===== config.mk =====
export PLATFORM = sky130hd
export DESIGN_NAME = sync_fifo_param
export DESIGN_NICKNAME = d
export VERILOG_FILES = /design/src/rtl/sync_fifo_param.sv
export SDC_FILE = /design/constraint.sdc
export NUM_CORES = 1
export LEC_CHECK = 0
export BUFFER_PORTS_ARGS = -buffer_cell sky130_fd_sc_hd__buf_2
export CORE_MARGIN = 8
export CORE_UTILIZATION = 38
export DETAILED_ROUTE_END_ITERATION = 7
export PLACE_DENSITY = 0.51
export SLEW_MARGIN = 10
export SYNTH_ARGS = -nofsm -noshare
export SYNTH_HDL_FRONTEND = slang
export SYNTH_SLANG_ARGS = --single-unit

===== constraint.sdc =====
create_clock -name clk -period 4.53 [get_ports clk]
set_input_delay 0.6795 -clock clk [delete_from_list [all_inputs] [get_ports clk]]
set_output_delay 0.6795 -clock clk [all_outputs]
set_load 0.02 [all_outputs]

===== src/rtl/sync_fifo_param.sv =====
// Parametrised single-clock FIFO with almost flags, fill count, sticky error
// flags, synchronous flush and optional first-word-fall-through read.
module sync_fifo_param #(
  parameter int WIDTH    = 8,
  parameter int DEPTH    = 16,
  parameter int AF_LEVEL = DEPTH - 2,
  parameter int AE_LEVEL = 2,
  parameter int FWFT     = 0
) (
  input  logic                   clk,
  input  logic                   rst,
  input  logic                   clr,
  input  logic                   w_en,
  input  logic [WIDTH-1:0]       d_in,
  input  logic                   r_en,
  output logic [WIDTH-1:0]       d_out,
  output logic                   full,
  output logic                   empty,
  output logic                   almost_full,
  output logic                   almost_empty,
  output logic [$clog2(DEPTH):0] count,
  output logic                   overflow,
  output logic                   underflow
);

  localparam int AW = $clog2(DEPTH);
  localparam int PW = AW + 1;
  localparam logic [PW-1:0] DEPTH_C = PW'(DEPTH);
  localparam logic [PW-1:0] AF_C    = PW'(AF_LEVEL);
  localparam logic [PW-1:0] AE_C    = PW'(AE_LEVEL);

  logic [WIDTH-1:0] r_mem [DEPTH];
  logic [PW-1:0]    r_wptr;
  logic [PW-1:0]    r_rptr;
  logic [WIDTH-1:0] r_dout;
  logic             r_ovf;
  logic             r_udf;

  logic             w_wr_acc;
  logic             w_rd_acc;
  logic [WIDTH-1:0] w_head;

  // Pointers carry one extra wrap bit, so their difference is the fill level
  assign count        = r_wptr - r_rptr;
  assign full         = (count == DEPTH_C);
  assign empty        = (count == '0);
  assign almost_full  = (count >= AF_C);
  assign almost_empty = (count <= AE_C);
  assign overflow     = r_ovf;
  assign underflow    = r_udf;

  assign w_wr_acc = w_en && !full && !clr && rst;
  assign w_rd_acc = r_en && !empty;
  assign w_head   = r_mem[r_rptr[AW-1:0]];

  // Storage is deliberately left out of reset and flush
  always_ff @(posedge clk) begin
    if (w_wr_acc) r_mem[r_wptr[AW-1:0]] <= d_in;
  end

  always_ff @(posedge clk or negedge rst) begin
    if (!rst) begin
      r_wptr <= '0;
      r_rptr <= '0;
      r_dout <= '0;
      r_ovf  <= 1'b0;
      r_udf  <= 1'b0;
    end else if (clr) begin
      r_wptr <= '0;
      r_rptr <= '0;
      r_dout <= '0;
      r_ovf  <= 1'b0;
      r_udf  <= 1'b0;
    end else begin
      if (w_wr_acc) r_wptr <= r_wptr + 1'b1;
      if (w_rd_acc) r_rptr <= r_rptr + 1'b1;
      if (w_en && full)  r_ovf <= 1'b1;
      if (r_en && empty) r_udf <= 1'b1;
      // In FWFT mode r_dout tracks the presented head so it can be held once empty
      if (FWFT != 0) begin
        if (!empty) r_dout <= w_head;
      end else begin
        if (w_rd_acc) r_dout <= w_head;
      end
    end
  end

  generate
    if (FWFT != 0) begin : g_fwft
      assign d_out = empty ? r_dout : w_head;
    end else begin : g_std
      assign d_out = r_dout;
    end
  endgenerate

endmodule


==> Word-level counts from Yosys, hierarchy flattened <==
Memory sizes are Yosys's and may differ from the RTL's.
Index checks and enable logic that the tools add are counted.
{ "totals": {"memories": 1, "ramBits": 128, "in_bits": 13, "wordCells": 38, "output_inout_bits": 19, "register_bits": 20} }
{ "mem_list": {"columns": ["memory", "depth", "width", "rd", "rd_ports_with_merged_regs", "write_ports", "line_no", "rtl"], "rows": [
  ["r_mem", 16, 8, 1, 0, 1, "32", "logic [WIDTH-1:0] r_mem [DEPTH];"]
]} }
{ "classes": {"n_addsub": 3, "reduce_logical": 14, "magnitude_cmp": 2, "mux": 12, "eq_ne": 1} }
{ "ops": {"columns": ["cell", "count"], "rows": [
  ["5-bit 2-to-1 mux", 4],
  ["8-bit 2-to-1 mux", 2],
  ["5-bit by 1-bit adder with 5-bit output (second input constant)", 2],
  ["2-bit nonzero test", 4],
  ["1-bit logical AND", 6],
  ["1-bit 2-to-1 mux", 6],
  ["5-bit equality test (second input constant)", 1],
  ["5-bit by 4-bit greater-or-equal comparator with 1-bit output (second input constant)", 1],
  ["5-bit by 2-bit less-or-equal comparator with 1-bit output (second input constant)", 1],
  ["5-bit logical NOT", 1],
  ["5-bit subtractor", 1],
  ["1-bit logical NOT", 3]
]} }

==> Longest topological paths before layout <==
{ "logic_depth": {"word_depth": 8, "mapped_depth": 10, "mapped_depth_nobuf": 9} }

==> Worst setup path after synthesis <==
OpenSTA, ideal clock, no wires.
{ "synth_path": {"path_type": "register to output", "from": "register r_wptr[0]", "to": "output almost_empty", "required_time_ns": 3.851, "path_buffers": 0, "arrival_ns": 3.067, "slack_ns": 0.784, "stages_incl_launch_ff": 9, "cell_sequence": "dfrtp_1 -> inv_1 -> ha_1 -> fa_1 -> nand2b_1 -> a21oi_2 -> xor2_2 -> inv_2 -> a2111oi_0"} }
{ "synth_via": {"elab_chain_len": 2} }
{ "synth_rtl": {"columns": ["element", "line_no", "rtl"], "rows": [
  ["from (decl)", "33", "logic [PW-1:0] r_wptr;"],
  ["from (signal assigned)", "75", "if (w_wr_acc) r_wptr <= r_wptr + 1'b1;"],
  ["5-bit subtractor", "44", "assign count = r_wptr - r_rptr;"],
  ["named net count[4]", "21", "output logic [$clog2(DEPTH):0] count,"],
  ["5-bit by 2-bit less-or-equal comparator with 1-bit output", "48", "assign almost_empty = (count <= AE_C);"],
  ["to (decl)", "20", "output logic almost_empty,"]
]} }
The timed path passes the listed nets, and every way through them passes these cells.

==> Worst setup path after layout <==
{ "layout_path": {"from": "register r_rptr[1]", "to": "memory r_mem[14][1], enable pin"} }
{ "layout_via": {"elab_chain_len": 8} }
{ "layout_rtl": {"columns": ["element", "line_no", "rtl"], "rows": [
  ["from (decl)", "34", "logic [PW-1:0] r_rptr;"],
  ["from (signal assigned)", "76", "if (w_rd_acc) r_rptr <= r_rptr + 1'b1;"],
  ["5-bit subtractor", "44", null],
  ["5-bit equality test", "45", "assign full = (count == DEPTH_C);"],
  ["1-bit logical NOT", "52", "assign w_wr_acc = w_en && !full && !clr && rst;"],
  ["1-bit logical AND (3 in series)", "52", null],
  ["1-bit 2-to-1 mux", "58", "if (w_wr_acc) r_mem[r_wptr[AW-1:0]] <= d_in;"],
  ["1-bit 2-to-1 mux (implied by the code)", "58", null],
  ["to (decl)", "32", null]
]} }
Every way passes these cells.

==> results.ini <==
[cells_and_area]
drive_gt1_frac=0.286
nets=405
area_delta_synth_final_pct=16.6
nFillCells=1391
diodes=0
postLayoutCoreUtil=0.455

[synthesis]
yosys-top-cells-area=edfxtp_1, mux4_2, dfrtp_1
synth_top_cell_by_area=edfxtp_1
synth_area_um2=6190
async_flop_share=0.135
synth_top_area_share=0.621
postSynthCellCount=341
yosys_warnings=0
synth.avg_cell_area_um2=18.2
ys.flop_type=edfxtp_1
ys_types=45
seq_area_frac_synth=0.702
synth_nets=364
synth_edf_count=128
ys_ff_latch=148

[clock_network]
clockBufferDepth=2
cts_tree=done
insertion_delay_ns=0.42
cts_max_level=4
clk_pin_slew_ns=0.07
cts_setup_buffers=0
cts.sinks=148
post_cts_resized=0
cts-buffers-inserted=17
ctsRootBufferMaster=clkbuf_16
postCtsHoldBufs=0

[sta]
period_needed_ns=3.63
fin_ws_ns=0.900
slew_headroom=0.464
hold_viol=0
fin_skew_ns=0.00852
fin_setup_tns_ns=0
slew_viol_final=0
clock.fmax_ghz=0.275
rsz0062_at_grt=false
setup_viol=0
worst_slew_pin_slew_ns=0.802
fin_crit_sh=0.801

[critical_path]
critPathArrivalTime_ns=3.70
worstPathRequired_ns=4.60
ff2ff_path_depth=7
crit_type=reg2reg
cp-start-kind=flip-flop
critPathCaptureType=flip-flop
worstSetupStartpoint=r_rptr[1]$_DFFE_PN0P_
path_max_fanout=15
reg2reg_slack_ns=0.90
r2r-end=r_mem[14][1]$_DFFE_PP_
endpoint=r_mem[14][1]$_DFFE_PP_
r2r-start=r_rptr[1]$_DFFE_PN0P_

[power]
sw_frac_of_total=0.327
switching_power_uw=1380
peakVddDrop_uv=265
leakagePower_uw=0.00257
power.density_nw_per_um2=582
intPower_uw=2820
p_clk_frac=0.353
power_frac_seq=0.378
p_total_uw=4200
power_frac_comb=0.268

[die]
dieArea_um2=20600
core.rowCount=46
core_um2=15900
io_pins=32
die_h_um=144
initial_utilization=0.390
die_w_um=144

[placed_design]
dpl.hpwl_mm=9.15
gp_congestion=0.747
place_ws_ns=0.926
io_buffers=31

[worst_hold_path]
holdCritPathClass=in2async

[routing]
wire_per_inst_um=22.7
wirelength_mm=13.9
drt_iter0_markers=379
drc=0
first_pass_iters=4
drtAntennaViolNets=0
num_vias=3281
drt-vias-per-instance=5.37

[global_routing]
grt_most_used_layer=met2
grt_max_degree=37
use_met1=0.213
gr-total-overflow=0
grt_use_met3=0.0415
track_usage=0.148
use_met2=0.213
first_global_vias=3382
antenna_found_initial=0
grt_pass1_wl_mm=21.8

[status]
outcome=finished clean

[job]
max-cap-violations=0

cells in the mapped netlist, drive strengths merged, types with 2 or more instances:
cell type	instances
a2111oi	2
a21oi	4
a221oi	8
a22o	8
a31oi	2
a41oi	8
and2	9
and3	13
buf	7
clkbuf	7
dfrtp	20
edfxtp	128
ha	9
inv	10
mux2	6
mux2i	5
mux4	32
nand2	7
nand3	2
nor2	20
nor2b	5
nor3	2
o211ai	2
o21ai	11
xor2	3
cell families after synthesis:
kind of cell | count (synthesis) | synth area share
DFF | 148 | 0.702
and+or+nand+nor | 62 | 0.0511
AOI/OAI and AO/OA | 50 | 0.0635
muxes | 43 | 0.135
buffers and inverters | 24 | 0.0176
adders and majority gates | 10 | 0.0214
xor gates and xnor gates | 4 | 0.00930
metrics by stage:
stage	hold WS, ns	area [um^2]	instances
6_report	0.222	7220	611
5_1_grt	0.252	7220	611
4_1_cts	0.238	7220	611
3_5_place_dp	0.489	6580	579
3_3_place_gp	0.475	6580	579
2_1_floorplan	0.384	6190	341
layer usage:
metal  wire (um)  vias to the layer above
met1        6550                     1709
met3         771                       12
met2        6420                       93
met4         145                        0
met5           0                        -
li1            -                     1467
critical path: stages (launching register included):
cell and delay, ns:
dfrtp_1 0.76, inv_1 0.13, ha_1 0.30, nand2_1 0.05
o21ai_1 0.28, mux2_2 0.53, a211oi_4 0.67, and3_1 0.56
sequential cells by signal, indices dropped and copies added (netlist names):
register   count
d_out          8
r_wptr         5
overflow       1
r_rptr         5
r_mem        128
underflow      1
how the worst min path moves through the flow:
stage          slack [ns]                    end  cells past startpoint                   from
2_1_floorplan        0.38   d_out[0]$_DFFE_PN0P_                      0                    rst
3_3_place_gp         0.48   overflow$_DFFE_PN0P_                      2   overflow$_DFFE_PN0P_
3_5_place_dp         0.49  underflow$_DFFE_PN0P_                      2  underflow$_DFFE_PN0P_
4_1_cts              0.24  r_wptr[1]$_DFFE_PN0P_                      1                    rst
5_1_grt              0.25  r_wptr[1]$_DFFE_PN0P_                      1                    rst
6_report             0.22  r_rptr[0]$_DFFE_PN0P_                      1                    rst
cell type report:
cell class                 instances  area [um^2]  share of cell area
sequential                       148         4350               0.602
timing repair buffer              36          193              0.0267
tap                              216          270              0.0374
multi-input combinational        169         1740               0.241
clock inverter                    15          211              0.0293
clock buffer                      17          425              0.0589
inverter                          10         37.5             0.00520
power groups by stage:
| stage | registers [uW] | clock network, uW | logic [uW] |
|---|---|---|---|
| finish | 1590 | 1480 | 1130 |
| global route | 1600 | 1560 | 1220 |
| CTS | 1590 | 1500 | 1150 |
| detailed placement | 1620 | 0 | 1140 |
| global placement | 1620 | 0 | 1140 |
| floorplan | 1650 | 0 | 760 |
cell usage in the layout (no fill, tap or decap), types with 3 or more instances in the layout:
cell type	instances
edfxtp_1	128
mux4_2	32
buf_2	31
nor2_1	20
dfrtp_1	19
clkbuf_16	17
and3_1	13
o21ai_0	10
inv_1	9
and2_1	9
ha_1	9
a22o_1	8
a221oi_1	8
a41oi_1	8
nand2_1	7
inv_8	7
mux2i_1	5
nor2b_1	5
buf_4	5
mux2_2	4
a21oi_1	3
clkinv_8	3
Power figures use the tool's default switching activity.
